File: src/rtl/multi_timer_pkg.sv
// Shared definitions for the multi-channel timer: channel modes, register map
// and CTRL/STATUS field positions.
package multi_timer_pkg;

  typedef enum logic [2:0] {
    MODE_IDLE     = 3'd0,
    MODE_UP       = 3'd1,
    MODE_DOWN     = 3'd2,
    MODE_FREE_RUN = 3'd3,
    MODE_PERIODIC = 3'd4,
    MODE_UP_DOWN  = 3'd5
  } mode_t;

  localparam logic [1:0] REG_COUNT  = 2'd0;
  localparam logic [1:0] REG_CTRL   = 2'd1;
  localparam logic [1:0] REG_RELOAD = 2'd2;
  localparam logic [1:0] REG_STATUS = 2'd3;

  localparam int unsigned CTRL_MODE_LSB   = 0;
  localparam int unsigned CTRL_MODE_W     = 3;
  localparam int unsigned CTRL_IRQ_EN_BIT = 3;
  localparam int unsigned CTRL_PRESC_LSB  = 4;

  localparam int unsigned STATUS_DONE_BIT = 0;
  localparam int unsigned STATUS_DIR_BIT  = 1;

  // Encodings 6 and 7 have no defined behaviour and are rejected on write.
  function automatic logic mode_legal(input logic [2:0] m);
    return m <= 3'd5;
  endfunction

endpackage

File: src/rtl/multi_timer_channel.sv
// One timer channel: count/reload/ctrl registers, prescaler, sticky done flag,
// up/down direction and a per-register read mux.
module timer_channel
  import multi_timer_pkg::*;
#(
  parameter int unsigned COUNTER_WIDTH = 32,
  parameter int unsigned PRESC_WIDTH   = 8
) (
  input  logic                     clk,
  input  logic                     rst,
  input  logic                     we_count,
  input  logic                     we_ctrl,
  input  logic                     we_reload,
  input  logic                     we_status,
  input  logic [COUNTER_WIDTH-1:0] wdata,
  input  logic [1:0]               reg_sel,
  output logic [COUNTER_WIDTH-1:0] rdata,
  output logic                     irq
);

  localparam logic [COUNTER_WIDTH-1:0] C_ONE = COUNTER_WIDTH'(1);
  localparam logic [PRESC_WIDTH-1:0]   P_ONE = PRESC_WIDTH'(1);

  logic [COUNTER_WIDTH-1:0] count;
  logic [COUNTER_WIDTH-1:0] count_nxt;
  logic [COUNTER_WIDTH-1:0] reload;
  mode_t                    mode;
  mode_t                    mode_nxt;
  logic                     irq_en;
  logic                     done;
  logic                     done_set;
  logic                     dir;
  logic                     dir_nxt;
  logic [PRESC_WIDTH-1:0]   presc;
  logic [PRESC_WIDTH-1:0]   pcnt;
  logic                     tick;
  logic                     hold;

  assign tick = (mode != MODE_IDLE) && (pcnt == presc);
  // A COUNT or CTRL write in a tick cycle swallows that tick entirely.
  assign hold = we_count | we_ctrl;

  always_comb begin
    count_nxt = count;
    mode_nxt  = mode;
    dir_nxt   = dir;
    done_set  = 1'b0;
    if (tick && !hold) begin
      case (mode)
        MODE_UP: begin
          if (count >= reload) begin
            done_set = 1'b1;
            mode_nxt = MODE_IDLE;
          end else begin
            count_nxt = count + C_ONE;
          end
        end
        MODE_DOWN: begin
          if (count == '0) begin
            done_set = 1'b1;
            mode_nxt = MODE_IDLE;
          end else begin
            count_nxt = count - C_ONE;
          end
        end
        MODE_FREE_RUN: begin
          done_set  = (count == '1);
          count_nxt = count + C_ONE;
        end
        MODE_PERIODIC: begin
          if (count == '0) begin
            done_set  = 1'b1;
            count_nxt = reload;
          end else begin
            count_nxt = count - C_ONE;
          end
        end
        MODE_UP_DOWN: begin
          if (dir) begin
            if (count >= reload) dir_nxt = 1'b0;
            else                 count_nxt = count + C_ONE;
          end else begin
            if (count == '0) begin
              dir_nxt  = 1'b1;
              done_set = 1'b1;
            end else begin
              count_nxt = count - C_ONE;
            end
          end
        end
        default: ;
      endcase
    end
  end

  always_ff @(posedge clk) begin
    if (rst) begin
      count  <= '0;
      reload <= '0;
      mode   <= MODE_IDLE;
      irq_en <= 1'b0;
      presc  <= '0;
      done   <= 1'b0;
      dir    <= 1'b1;
      pcnt   <= '0;
    end else begin
      count <= we_count ? wdata : count_nxt;
      if (we_reload) reload <= wdata;
      if (we_ctrl) begin
        mode   <= mode_t'(wdata[CTRL_MODE_LSB +: CTRL_MODE_W]);
        irq_en <= wdata[CTRL_IRQ_EN_BIT];
        presc  <= wdata[CTRL_PRESC_LSB +: PRESC_WIDTH];
        dir    <= 1'b1;
      end else begin
        mode <= mode_nxt;
        dir  <= dir_nxt;
      end
      // Set beats a simultaneous write-one-to-clear.
      if (done_set)                                done <= 1'b1;
      else if (we_status && wdata[STATUS_DONE_BIT]) done <= 1'b0;
      if (hold || tick || mode == MODE_IDLE) pcnt <= '0;
      else                                   pcnt <= pcnt + P_ONE;
    end
  end

  always_comb begin
    rdata = '0;
    case (reg_sel)
      REG_COUNT:  rdata = count;
      REG_CTRL: begin
        rdata[CTRL_MODE_LSB +: CTRL_MODE_W]   = mode;
        rdata[CTRL_IRQ_EN_BIT]                = irq_en;
        rdata[CTRL_PRESC_LSB +: PRESC_WIDTH]  = presc;
      end
      REG_RELOAD: rdata = reload;
      REG_STATUS: begin
        rdata[STATUS_DONE_BIT] = done;
        rdata[STATUS_DIR_BIT]  = dir;
      end
      default: ;
    endcase
  end

  assign irq = done & irq_en;

endmodule

File: src/rtl/multi_timer.sv
// Multi-channel timer peripheral: register address decode, access error
// detection, read-data mux and interrupt aggregation around NUM_CH channels.
module multi_timer
  import multi_timer_pkg::*;
#(
  parameter  int unsigned COUNTER_WIDTH = 32,
  parameter  int unsigned NUM_CH        = 4,
  parameter  int unsigned PRESC_WIDTH   = 8,
  localparam int unsigned ADDR_W        = ($clog2(NUM_CH) + 2 < 3) ? 3 : $clog2(NUM_CH) + 2
) (
  input  logic                     clk,
  input  logic                     rst,
  input  logic                     en,
  input  logic                     we,
  input  logic                     re,
  input  logic [ADDR_W-1:0]        addr,
  input  logic [COUNTER_WIDTH-1:0] wdata,
  output logic [COUNTER_WIDTH-1:0] rdata,
  output logic                     err,
  output logic [NUM_CH-1:0]        irq,
  output logic                     irq_any
);

  localparam int unsigned    CH_W     = ADDR_W - 2;
  localparam logic [CH_W:0]  NUM_CH_L = (CH_W + 1)'(NUM_CH);

  logic [CH_W-1:0]          ch_idx;
  logic [1:0]               reg_idx;
  logic                     ch_ok;
  logic                     bad_ctrl;
  logic                     wr_ok;
  logic                     rd_ok;
  logic [COUNTER_WIDTH-1:0] ch_rdata [NUM_CH];

  assign ch_idx   = addr[ADDR_W-1:2];
  assign reg_idx  = addr[1:0];
  assign ch_ok    = {1'b0, ch_idx} < NUM_CH_L;
  assign bad_ctrl = (reg_idx == REG_CTRL) && !mode_legal(wdata[CTRL_MODE_LSB +: CTRL_MODE_W]);

  assign err   = en & ((we & re) | ((we | re) & ~ch_ok) | (we & bad_ctrl));
  assign wr_ok = en & we & ~err;
  assign rd_ok = en & re & ~err;

  for (genvar g = 0; g < NUM_CH; g++) begin : g_ch
    logic sel;
    assign sel = wr_ok && (ch_idx == CH_W'(g));

    timer_channel #(
      .COUNTER_WIDTH (COUNTER_WIDTH),
      .PRESC_WIDTH   (PRESC_WIDTH)
    ) u_chan (
      .clk       (clk),
      .rst       (rst),
      .we_count  (sel && reg_idx == REG_COUNT),
      .we_ctrl   (sel && reg_idx == REG_CTRL),
      .we_reload (sel && reg_idx == REG_RELOAD),
      .we_status (sel && reg_idx == REG_STATUS),
      .wdata     (wdata),
      .reg_sel   (reg_idx),
      .rdata     (ch_rdata[g]),
      .irq       (irq[g])
    );
  end

  always_comb begin
    rdata = '0;
    if (rd_ok) begin
      for (int unsigned i = 0; i < NUM_CH; i++) begin
        if (ch_idx == CH_W'(i)) rdata = ch_rdata[i];
      end
    end
  end

  assign irq_any = |irq;

endmodule

File: config.mk
export PLATFORM = sky130hd
export DESIGN_NAME = multi_timer
export DESIGN_NICKNAME = d
export VERILOG_FILES = /design/src/rtl/multi_timer_pkg.sv /design/src/rtl/multi_timer_channel.sv /design/src/rtl/multi_timer.sv
export SDC_FILE = /design/constraint.sdc
export NUM_CORES = 2
export LEC_CHECK = 0
export BUFFER_PORTS_ARGS = -buffer_cell sky130_fd_sc_hd__buf_2
export CAP_MARGIN = 10
export CORE_ASPECT_RATIO = 2
export CORE_UTILIZATION = 65
export DETAILED_ROUTE_END_ITERATION = 16
export PLACE_DENSITY = 0.8
export SLEW_MARGIN = 40
export SYNTH_ARGS = -nofsm -noshare
export SYNTH_HDL_FRONTEND = slang
export SYNTH_SLANG_ARGS = --single-unit
File: constraint.sdc
create_clock -name clk -period 4 [get_ports clk]
set_input_delay 0.2 -clock clk [delete_from_list [all_inputs] [get_ports clk]]
set_output_delay 0.2 -clock clk [all_outputs]
set_load 0.03 [all_outputs]
==> impl_metrics.tcl, run 1 <==
set metrics [dict create \
    firstError "[ERROR GRT-0116] Global routing finished with congestion. Check the congestion regions in the DRC Viewer." \
    clk_path_buf_depth 3 \
    overflow 205 \
    gp_congestion 1.192 \
    yosysTopAreaCell "dfxtp_1" \
    holdBufCountCts 6 \
    dp_hpwl_um 103800 \
    clockRootBuffer "clkbuf_16" \
    synth_top_cell_area_share 0.2351 \
    cts_buffers 37 \
    port_buffers 78 \
    syn-num-nets 4264 \
    syn_inst 4079 \
    status "did not finish" \
    yosysSeqAreaShare 0.2351 \
    grt_max_degree 96 \
    synth.area.top_cells "dfxtp_1 (24%), nand2_1 (8.3%), a21oi_1 (7.1%), ha_1 (6.2%), clkbuf_1 (3.9%)" \
    synth.distinct_cells 97 \
    avgSynthCellArea_um2 7.180 \
    ios 79 \
    synth_edf_count 0 \
    die_h_um 302.2 \
    synthesis.area_um2 29290 \
    die_w_um 152.1 \
    synth_flop_cell "dfxtp_1" \
    haltStage "5_1_grt" \
    ys_async_sr_fraction 0 \
    grt_pass1_vias 36770 \
    synth_warnings 0 \
    htreeDepth 2 \
    grt_usage 0.6980 \
    initial_core_util 0.6608 \
    synth_seq_cells 344 \
    cts_resized 0 \
    cts.sinks 344 \
    grt_pass1_wl_um 244300 \
    cts_setup_buffers 0 \
    row_count 109 \
]
cell families after synthesis:
group / share of synthesized area
xor+xnor: 0.05114
fa+ha+maj: 0.06152
buf+inv: 0.07929
compound gates: 0.2567
simple gates: 0.2598
flops: 0.2351
mux: 0.05635
stage by stage:
step	instance area (µm²)	setup slack [ns]	cells
after detailed placement	30620	0.3875	4568
after CTS	31960	0.3897	4642
after global placement	30610	0.5119	4568
after floorplan	29290	0.9741	4079
synth_stat cells, types with 80 or more instances:
cell type    n
nand2_1    650
o21ai_0    191
a21oi_1    416
nor2_1     244
dfxtp_1    344
ha_1       144
a221oi_1    80
xnor2_1     94
inv_1      171
nand3_1    155
clkbuf_1   306
nor3_1     103
routing by layer:
layer | GRT overflow | global-route usage
met5 | 1 | 0.05383
met4 | 93 | 0.7901
met3 | 1 | 0.4241
met2 | 108 | 0.9489
met1 | 2 | 0.6871
==> inputs of run 2 (changes only) <==
--- a/config.mk
+++ b/config.mk
@@ -7,10 +7,9 @@
 export LEC_CHECK = 0
 export BUFFER_PORTS_ARGS = -buffer_cell sky130_fd_sc_hd__buf_2
 export CAP_MARGIN = 10
-export CORE_ASPECT_RATIO = 2
-export CORE_UTILIZATION = 65
+export CORE_UTILIZATION = 40
 export DETAILED_ROUTE_END_ITERATION = 16
-export PLACE_DENSITY = 0.8
+export PLACE_DENSITY_LB_ADDON = 0.15
 export SLEW_MARGIN = 40
 export SYNTH_ARGS = -nofsm -noshare
 export SYNTH_HDL_FRONTEND = slang
==> run 2 against run 1 <==
The run now ends clean. Synthesized cell count is the same. Area after synthesis unchanged.
==> impl_metrics.tcl, run 2 <==
set metrics [dict create \
    cts_buffers 45 \
    critPathKind "reg -> reg" \
    drc 0 \
    seq_power_share 0.362 \
    postRouteAntennaNets 0 \
    syn_to_final_growth_pct 12.60 \
    grt.met1_usage 0.5154 \
    layout_commonest_cell "nand2_1" \
    cts_tree "yes" \
    die-area_um2 74310 \
    rsz0062_at_grt "false" \
    syn_inst 4079 \
    row_count 98 \
    synth.area.top_cells "dfxtp_1 (24%), nand2_1 (8.3%), a21oi_1 (7.1%), ha_1 (6.2%), clkbuf_1 (3.9%)" \
    dp_hpwl_um 103500 \
    core_region_area_um2 71980 \
    wirelength_um 144500 \
    reg2reg_depth 9 \
    synth_warnings 0 \
    combPwrFrac 0.174 \
    cts.sinks 344 \
    yosysSeqAreaShare 0.2351 \
    firstDrtPassIters 8 \
    min_path_cells 3 \
    avgSynthCellArea_um2 7.180 \
    synth_common_cells "nand2_1 (650), a21oi_1 (416), dfxtp_1 (344)" \
    arrival_ns 4.22 \
    status "completed" \
    yosysTopAreaCell "dfxtp_1" \
    hold_violations 0 \
    synth.distinct_cells 97 \
    busiest_layer "met2" \
    cp_common_cell "a21oi_1" \
    register_area_um2 6887 \
    dr.first_iter.drc_count 4949 \
    synth_edf_count 0 \
    worstMarginPinSlew_ns 0.8645 \
    cts_resized 0 \
    p_sw_frac 0.3220 \
    worst_r2r_endpoint "g_ch[1].u_chan.count[19]" \
    power.leakage_nw 12.06 \
    worst_slew_margin_rel 0.4236 \
    pwr-share-clk 0.464 \
    grt_usage 0.3782 \
    grt_pass1_wl_um 210600 \
    port_buffers 78 \
    path_cells "ha_1, o21ai_0, a21oi_1, a2111o_1, a211oi_1, o22a_1, a21oi_1, a311o_1, a221oi_1" \
    vias_per_cell 6.617 \
    syn-num-nets 4264 \
    die_h_um 272.6 \
    grt_max_degree 158 \
    maxCapViolations 0 \
    startpoint "g_ch[1].u_chan.count[14]" \
    ys_async_sr_fraction 0 \
    worstSkewPairLatency_ns 0.63 \
    worstSetupEndpointType "flip-flop" \
    power_density_nw_per_um2 291.0 \
    die_w_um 272.6 \
    synth_top_cell_area_share 0.2351 \
    n_fill_cell 7371 \
    fin_crit_sh 0.9213 \
    drv_slew 0 \
    fmax_ghz 0.2713 \
    ir_drop_uv 372.8 \
    reg2reg_slack_ns 0.31 \
    synth_most_common_cell "nand2_1" \
    vias 33590 \
    overflow 0 \
    initial_core_util 0.4069 \
    final_cell_mix "nand2_1 (650), a21oi_1 (413), dfxtp_1 (344)" \
    synthesis.area_um2 29290 \
    grt_pass1_vias 30310 \
    worstPathRequired_ns 4.53 \
    hold_class "in -> reg" \
    fin_tns_setup_ns 0 \
    wl_per_cell_um 28.46 \
    grt_use_met3 0.1030 \
    cpPeakStageDelay_ns 0.63 \
    final_nets 4274 \
    crit_slowest_cell "dfxtp_1" \
    ios 79 \
    gp_congestion 1.010 \
    multi_input_area_um2 20160 \
    antenna_found_initial 4 \
    timing.hold.ws_ns 0.03803 \
    clk_path_buf_depth 3 \
    clockRootBuffer "clkbuf_16" \
    r2r-start "g_ch[1].u_chan.count[14]" \
    setup_viol 0 \
    crit_path_max_fanout 12 \
    layout-drive-gt1-share 0.1297 \
    p_sw_mw 3.091 \
    period_minus_slack_ns 3.685 \
    top_regs "g_ch.u_chan.count (128), g_ch.u_chan.reload (128)" \
    met2_usage 0.5342 \
    path_clk_slew_ns 0.07 \
    internal_power_mw 6.507 \
    htreeDepth 2 \
    worstSetupStartpointType "flip-flop" \
    cp-endpoint "g_ch[1].u_chan.count[19]" \
    finClkSkew_ns 0.03808 \
    synth_flop_cell "dfxtp_1" \
    synth_seq_cells 344 \
    cts_setup_buffers 0 \
]
## run 2: worst max-delay path, delay by kind of cell, from the launching register on
kind	cells	cell delay (ns)
adders and majority gates	1	0.32
DFF	1	0.63
AOI/OAI and AO/OA	8	2.63
## run 2: power groups by stage
stage / registers (mW) / clock network, mW / logic (mW)
final: 3.47 / 4.46 / 1.67
after global routing: 3.47 / 4.60 / 1.72
after CTS: 3.47 / 4.48 / 1.59
after detailed placement: 3.55 / 0 / 1.58
after global placement: 3.55 / 0 / 1.59
after floorplan: 3.53 / 0 / 0.919
## run 2: logic make-up after synthesis
family / after synthesis / share of synthesized area
simple gates: 1581 / 0.2598
compound gates: 1172 / 0.2567
buf+inv: 556 / 0.07929
xor+xnor: 171 / 0.05114
mux: 111 / 0.05635
fa+ha+maj: 144 / 0.06152
flops: 344 / 0.2351
## run 2: how the worst min path moves through the flow
| stage | from | end | slack (ns) |
|---|---|---|---|
| after global placement | g_ch[3].u_chan.reload[6] | g_ch[3].u_chan.reload[6] | 0.44 |
| after CTS | wdata[14] | g_ch[1].u_chan.reload[14] | 0.008 |
| after detailed placement | g_ch[3].u_chan.reload[6] | g_ch[3].u_chan.reload[6] | 0.46 |
| after global routing | wdata[14] | g_ch[2].u_chan.reload[14] | 0.03 |
| after floorplan | wdata[23] | g_ch[0].u_chan.reload[23] | 0.34 |
| final | wdata[14] | g_ch[1].u_chan.reload[14] | 0.04 |
## run 2: layout make-up
type	instances	share of cell area
Clock inverter	21	0.008157
Multi-Input combinational cell	3179	0.6113
Sequential cell	344	0.2088
Timing Repair Buffer	348	0.07702
Clock buffer	61	0.03900
Antenna cell	3	0.0002276
Inverter	171	0.01946
Tap cell	950	0.03604
## run 2: metrics by stage
step | cells | setup slack (ns) | area [µm²] | util | total power [mW]
after floorplan | 4079 | 0.9741 | 29290 | - | 4.450
after global placement | 4981 | 0.4215 | 31270 | 0.4344 | 5.132
after detailed placement | 4981 | 0.4395 | 31280 | 0.4346 | 5.121
after CTS | 5073 | 0.3905 | 32940 | 0.4576 | 9.536
after global routing | 5074 | 0.1198 | 32970 | 0.4581 | 9.791
final | 5077 | 0.3147 | 32980 | 0.4582 | 9.598
## run 2: per-layer routing
layer,wire (µm),up-vias
li1,-,14930
met1,58450,15970
met2,58210,2307
met3,19000,384
met4,8773,4
met5,26,-
## run 2: repair_timing
action                                  CTS  global route
endpoints found under the setup margin    0             0
hold buffers                             10             0
hold endpoints to repair                 53             0
(Power assumes the default switching activity.)
